===== src/rtl/mem_rd_arbiter.sv =====
// -----------------------------------------------------------------------------
// mem_rd_arbiter
//   Shares one variable-latency memory read port between the instruction fetch
//   port (port 0) and the data port (port 1). Each port owns a one-deep pending
//   slot. Data has priority, but an instruction request that keeps losing is
//   forced through after STARVE_MAX consecutive data grants. Only one memory
//   read is ever outstanding, and each response is routed back to the port
//   that issued it.
//
//   Optional feature macro: MEM_TIMEOUT_EN
//     defined   -> WAIT watchdog; after TIMEOUT cycles without mem_ready the
//                  owner receives a response with all-ones data and the
//                  internal sticky flag tmo_r is set.
//     undefined -> the arbiter waits for mem_ready indefinitely.
//
// Ports
//   clk, rst_n                 clock (rising edge), async active-low reset
//   re0/raddr0, busy0          instruction request strobe/address, slot full
//   re1/raddr1, busy1          data request strobe/address, slot full
//   mem_re/mem_raddr           memory read strobe (1 cycle per grant)/address
//   mem_ready/mem_rdata        memory response pulse/data
//   iready/iraddr_out/idata    instruction response pulse/address/data
//   dready/draddr_out/ddata    data response pulse/address/data
//   ovf                        sticky: a strobe arrived while its slot was full
// -----------------------------------------------------------------------------
module mem_rd_arbiter #(
    parameter int AW         = 16,
    parameter int DW         = 16,
    parameter int STARVE_MAX = 4,
    parameter int TIMEOUT    = 64
) (
    input  logic          clk,
    input  logic          rst_n,
    input  logic          re0,
    input  logic [AW-1:0] raddr0,
    output logic          busy0,
    input  logic          re1,
    input  logic [AW-1:0] raddr1,
    output logic          busy1,
    output logic          mem_re,
    output logic [AW-1:0] mem_raddr,
    input  logic          mem_ready,
    input  logic [DW-1:0] mem_rdata,
    output logic          iready,
    output logic [AW-1:0] iraddr_out,
    output logic [DW-1:0] idata,
    output logic          dready,
    output logic [AW-1:0] draddr_out,
    output logic [DW-1:0] ddata,
    output logic          ovf
);

    localparam logic [1:0] ST_IDLE  = 2'd0;
    localparam logic [1:0] ST_ISSUE = 2'd1;
    localparam logic [1:0] ST_WAIT  = 2'd2;

    localparam int             CW         = $clog2(STARVE_MAX + 1);
    localparam logic [CW-1:0]  STARVE_LIM = CW'(STARVE_MAX);

    // Reject configurations the starvation counter and watchdog cannot honour.
    if (STARVE_MAX < 1) begin : g_bad_starve
        $error("mem_rd_arbiter: STARVE_MAX must be >= 1");
    end
    if (TIMEOUT < 1) begin : g_bad_timeout
        $error("mem_rd_arbiter: TIMEOUT must be >= 1");
    end

    logic [1:0]    state_r;
    logic [AW-1:0] slot0_addr_r;
    logic [AW-1:0] slot1_addr_r;
    logic          owner_r;        // 0 = instruction, 1 = data
    logic [CW-1:0] starve_cnt_r;

    logic          gnt_data_s;
    logic          gnt_instr_s;
    logic          take0_s;
    logic          take1_s;
    logic          resp_s;
    logic          tmo_hit_s;
    logic [DW-1:0] resp_data_s;

    // Grant, capture and response decisions for the current cycle.
    always_comb begin
        // Data wins a tie unless the instruction port has lost STARVE_MAX times in a row.
        gnt_data_s  = (state_r == ST_IDLE) && busy1 &&
                      !(busy0 && (starve_cnt_r == STARVE_LIM));
        gnt_instr_s = (state_r == ST_IDLE) && busy0 && !gnt_data_s;
        // A slot emptied by this edge's grant can accept a new request on the same edge.
        take0_s     = re0 && (!busy0 || gnt_instr_s);
        take1_s     = re1 && (!busy1 || gnt_data_s);
        resp_s      = (state_r == ST_WAIT) && (mem_ready || tmo_hit_s);
        resp_data_s = mem_ready ? mem_rdata : {DW{1'b1}};
    end

`ifdef MEM_TIMEOUT_EN
    localparam int            TW   = $clog2(TIMEOUT + 1);
    localparam logic [TW-1:0] TLIM = TW'(TIMEOUT - 1);

    logic [TW-1:0] wait_cnt_r;
    logic          tmo_r;

    // Watchdog fires on the TIMEOUT-th WAIT cycle that sees no mem_ready.
    always_comb begin
        tmo_hit_s = !mem_ready && (wait_cnt_r == TLIM);
    end

    // WAIT-cycle counter (cleared outside WAIT) and sticky timeout flag.
    always_ff @(posedge clk or negedge rst_n) begin
        if (!rst_n) begin
            wait_cnt_r <= {TW{1'b0}};
            tmo_r      <= 1'b0;
        end else begin
            if (state_r == ST_WAIT && !resp_s) begin
                wait_cnt_r <= wait_cnt_r + {{(TW-1){1'b0}}, 1'b1};
            end else begin
                wait_cnt_r <= {TW{1'b0}};
            end
            if (state_r == ST_WAIT && tmo_hit_s) begin
                tmo_r <= 1'b1;
            end
        end
    end
`else
    // No watchdog: WAIT ends only on mem_ready.
    always_comb begin
        tmo_hit_s = 1'b0;
    end
`endif

    // Pending slots and the sticky overflow flag.
    always_ff @(posedge clk or negedge rst_n) begin
        if (!rst_n) begin
            busy0        <= 1'b0;
            busy1        <= 1'b0;
            slot0_addr_r <= {AW{1'b0}};
            slot1_addr_r <= {AW{1'b0}};
            ovf          <= 1'b0;
        end else begin
            if (take0_s) begin
                busy0        <= 1'b1;
                slot0_addr_r <= raddr0;
            end else if (gnt_instr_s) begin
                busy0 <= 1'b0;
            end
            if (take1_s) begin
                busy1        <= 1'b1;
                slot1_addr_r <= raddr1;
            end else if (gnt_data_s) begin
                busy1 <= 1'b0;
            end
            if ((re0 && !take0_s) || (re1 && !take1_s)) begin
                ovf <= 1'b1;
            end
        end
    end

    // Consecutive data grants that bypassed a waiting instruction request.
    always_ff @(posedge clk or negedge rst_n) begin
        if (!rst_n) begin
            starve_cnt_r <= {CW{1'b0}};
        end else if (gnt_instr_s) begin
            starve_cnt_r <= {CW{1'b0}};
        end else if (gnt_data_s && busy0 && (starve_cnt_r != STARVE_LIM)) begin
            starve_cnt_r <= starve_cnt_r + {{(CW-1){1'b0}}, 1'b1};
        end
    end

    // IDLE/ISSUE/WAIT sequencer driving the memory read port.
    always_ff @(posedge clk or negedge rst_n) begin
        if (!rst_n) begin
            state_r   <= ST_IDLE;
            mem_re    <= 1'b0;
            mem_raddr <= {AW{1'b0}};
            owner_r   <= 1'b0;
        end else begin
            mem_re <= 1'b0;
            case (state_r)
                ST_IDLE: begin
                    if (gnt_data_s || gnt_instr_s) begin
                        mem_re    <= 1'b1;
                        mem_raddr <= gnt_data_s ? slot1_addr_r : slot0_addr_r;
                        owner_r   <= gnt_data_s;
                        state_r   <= ST_ISSUE;
                    end
                end
                // A response in the strobe cycle cannot belong to this request.
                ST_ISSUE: state_r <= ST_WAIT;
                ST_WAIT: begin
                    if (resp_s) begin
                        state_r <= ST_IDLE;
                    end
                end
                default: state_r <= ST_IDLE;
            endcase
        end
    end

    // Response routing: pulse and hold address/data for the owning port only.
    always_ff @(posedge clk or negedge rst_n) begin
        if (!rst_n) begin
            iready     <= 1'b0;
            dready     <= 1'b0;
            iraddr_out <= {AW{1'b0}};
            draddr_out <= {AW{1'b0}};
            idata      <= {DW{1'b0}};
            ddata      <= {DW{1'b0}};
        end else begin
            iready <= resp_s && !owner_r;
            dready <= resp_s && owner_r;
            if (resp_s && !owner_r) begin
                iraddr_out <= mem_raddr;
                idata      <= resp_data_s;
            end
            if (resp_s && owner_r) begin
                draddr_out <= mem_raddr;
                ddata      <= resp_data_s;
            end
        end
    end

endmodule


===== config.mk =====
export PLATFORM = sky130hd
export DESIGN_NAME = mem_rd_arbiter
export DESIGN_NICKNAME = d
export VERILOG_FILES = /design/src/rtl/mem_rd_arbiter.sv
export SDC_FILE = /design/constraint.sdc
export NUM_CORES = 1
export LEC_CHECK = 0
export ABC_AREA = 1
export CORE_UTILIZATION = 47
export DETAILED_ROUTE_END_ITERATION = 8
export PLACE_DENSITY = 0.88
export SYNTH_ARGS = -nofsm -noshare
export SYNTH_HDL_FRONTEND = slang
export SYNTH_SLANG_ARGS = --single-unit
export TNS_END_PERCENT = 10

===== constraint.sdc =====
create_clock -name clk -period 1.92 [get_ports clk]
set_clock_uncertainty 0.15 [all_clocks]
set_input_delay 0.384 -clock clk [delete_from_list [all_inputs] [get_ports clk]]
set_output_delay 0.384 -clock clk [all_outputs]
set_load 0.01 [all_outputs]

==> impl_metrics.ini <==
[timing]
period_minus_slack_ps = 1871
fmax_ghz = 0.5345
post-route-period-util_pct = 97.45
setup-violations-final = 0
relSlewSlack_pct = 68.03
worst_pin_slew_ps = 479.6
slew_violations = 0
tns_ps = 0
finalWorstSetupSlack_ps = 49.04
rsz0062_at_grt = no
hold_viol_final = 0

[setup_path]
crit_required_ps = 1390
crit_chain = clkdlybuf4s50_1
cp.arrival_ps = 1340
end_kind = primary output
crit_type = register to primary output
cp_num_buf_inv = 1
crit_slowest_cell = clkdlybuf4s50_1
slowest_delay_ps = 530
cp_top_family = buffers and inverters
path_max_fanout = 1
startpoint_type = register

[layout]
drive_gt1_share_pct = 8.923
n_antenna_cell = 0
fill_cells = 759
area_growth_pct = 41.83
fin_cells = 783
nets = 692

[synthesis]
syn_area_mm2 = 0.004855
synth_compound_area_share_pct = 9.716
ys_types = 22
muxShareOfSynthArea_pct = 0
synthSimpleGateAreaFrac_pct = 19.56
synth_top_family_by_area = simple AND/OR/NAND/NOR gates
syn_area_per_cell_um2 = 9.768
yosysSeqAreaShare_pct = 63.92
synthXorXnorAreaFrac_pct = 0.1804
yosys_register_bits = 124
synth_fa_ha_area_share_pct = 0.5155
yosys_warnings = 0
synth_nets = 552
synthCells = 497

[flow_run]
cap_viol_max_count = 0

[route]
routedWlPerCell_um = 14.68
drt_iter0_drc = 247
vias = 3924
via_per_inst = 5.011
drc = 0
drtPass1Iterations = 5
ant_nets = 0
wl_um = 11490

[floorplan]
initial_utilization_pct = 48.99
rows = 36
die-area_mm2 = 0.01074
dieHeight_um = 103.6
io_pins = 139
core_mm2 = 0.009910
die_x_um = 103.6

[pwr]
p_int_w = 0.007381
leakage_nw = 3.611
power.total_w = 0.01152
p_seq_share_pct = 38.3
powerDensity_mw_per_mm2 = 1672
clkPwrFrac_pct = 26.5
p_comb_share_pct = 35.2
swShare_pct = 35.91
p_switching_w = 0.004135
vdd_drop_max_mv = 0.7491

[grt]
grt_usage_pct = 22.39
grt_pass1_wl_um = 19010
antenna_found_initial = 0
grt_max_degree = 85
grt_remaining_overflow = 0
grt_pass1_vias = 3855

[worst_hold_path]
min_path_type = input pin to register

[placement]
place_congestion = 0.8265
dp_slack_ps = 154.1
dp_hpwl_um = 7918
dp.cells = 749
place.port_buffers = 138

[clocking]
cts_max_level = 4
clkSinkCount = 124
cts-root-buf = clkbuf_8
cts_tree = built
cts.clk_slew.worst_paths_ps = 60
cts_buffers = 17
clock_latency_ps = 500
clockBufferDepth = 2

[outcome]
outcome = finished clean
## layer usage
layer	GRT usage [%]	vias up	share of wire, %
li1	-	1891	-
met1	28.07	1868	43
met2	38.97	154	51
met3	5.286	11	5.1
met4	5.694	0	1.0
met5	0	-	0
## per-stage QoR
stage / util, % / area, um2 / hold slack, ps
after floorplan: - / 4855 / -61.59
after global placement: 64.27 / 6369 / 304.1
after detailed placement: 64.27 / 6369 / 301.6
after CTS: 69.28 / 6865 / 283.3
after global routing: 69.48 / 6885 / 292.1
final: 69.48 / 6885 / 293.3
## cell families (layout without fill, tap and decap cells)
| logic type | after synthesis | in the layout |
|---|---|---|
| adders and majority gates | 2 | 2 |
| AOI/OAI and AO/OA | 84 | 84 |
| DFF | 124 | 124 |
| and+or+nand+nor | 218 | 218 |
| xor gates and xnor gates | 1 | 1 |
| buffers and inverters | 68 | 221 |
## synthesized netlist by cell type
library cell | instances | area share, %
ha_1 | 2 | 0.52
o211ai_2 | 2 | 0.52
nand2_2 | 3 | 0.39
inv_2 | 2 | 0.15
nand3_4 | 1 | 0.36
nor2_4 | 1 | 0.23
buf_1 | 1 | 0.077
o211ai_1 | 14 | 2.2
clkbuf_1 | 7 | 0.54
a31oi_1 | 1 | 0.13
dfrtp_1 | 124 | 64
xor2_1 | 1 | 0.18
buf_4 | 4 | 0.62
nand3_2 | 1 | 0.21
buf_2 | 15 | 1.5
nor2_1 | 6 | 0.46
nand2_4 | 4 | 0.93
inv_1 | 38 | 2.9
o21ai_0 | 67 | 6.9
nand2_1 | 149 | 12
nand3_1 | 53 | 5.5
buf_6 | 1 | 0.23
## power by group through the flow
| stage | Clock, W | Combinational (W) | Sequential [W] |
|---|---|---|---|
| 4_1_cts | 0.00308 | 0.00409 | 0.00440 |
| 5_1_grt | 0.00323 | 0.00448 | 0.00454 |
| 2_1_floorplan | 0 | 0.00200 | 0.00469 |
| 6_report | 0.00305 | 0.00405 | 0.00441 |
| 3_3_place_gp | 0 | 0.00431 | 0.00440 |
| 3_5_place_dp | 0 | 0.00447 | 0.00447 |
## cell usage in the layout, fill, tap and decap left out
cell type | synthesis | final
dfrtp_2 | 0 | 2
clkbuf_16 | 0 | 16
a31oi_1 | 1 | 1
nand3_2 | 1 | 3
buf_4 | 4 | 8
clkinv_2 | 0 | 5
clkinvlp_4 | 0 | 2
xor2_1 | 1 | 1
clkbuf_1 | 7 | 3
nor2_4 | 1 | 1
bufinv_16 | 0 | 3
o211ai_2 | 2 | 2
o21ai_0 | 67 | 67
dlygate4sd2_1 | 0 | 77
ha_1 | 2 | 2
nand3_1 | 53 | 51
nand3_4 | 1 | 1
buf_12 | 0 | 3
clkbuf_8 | 0 | 1
o211ai_1 | 14 | 14
nand2_2 | 3 | 3
inv_2 | 2 | 2
inv_1 | 38 | 38
dlygate4sd3_1 | 0 | 1
clkinv_4 | 0 | 2
nor2_1 | 6 | 6
nand2_4 | 4 | 4
nand2_1 | 149 | 149
dlymetal6s2s_1 | 0 | 8
dfrtp_1 | 124 | 122
clkdlybuf4s50_1 | 0 | 52
## worst paths after layout
| kind | endpoint | depth (start not counted) | slack [ps] | from |
|---|---|---|---|---|
| worst max-delay path | dready | 1 | 50 | dready |
| worst min-delay path | slot0_addr_r[7] | 3 | 290 | raddr0[7] |
| worst max register to register | slot0_addr_r[4] | 9 | 100 | starve_cnt_r[0] |
| worst min register to register | slot1_addr_r[3] | 2 | 320 | slot1_addr_r[3] |
| max in group asynchronous | ddata[12] | 3 | 910 | rst_n |
| min in group asynchronous | iready | 3 | 320 | rst_n |
## registers in the layout, indices dropped and copies added, names as in the netlist, 2 cells and up
signal,count
state_r,2
slot1_addr_r,16
mem_raddr,16
draddr_out,16
slot0_addr_r,16
idata,16
starve_cnt_r,3
ddata,16
iraddr_out,16
## timing repair
item,CTS,global route
setup endpoints to repair,77,8
gates resized for setup,79,8
setup buffers,1,0
hold buffers,1,0
endpoints found under the hold margin,124,0
## area by class of cell
class                           count  area (um2)  share of cell area, %
Clock buffer                       20       425.4                  6.178
Inverter                           40       150.1                  2.181
Multi-Input combinational cell    305        1465                  21.28
Tap cell                          133       166.4                  2.417
Sequential cell                   124        3105                  45.10
Clock inverter                     12       147.6                  2.144
Timing Repair Buffer              149        1425                  20.70
(Power assumes the default switching activity.)
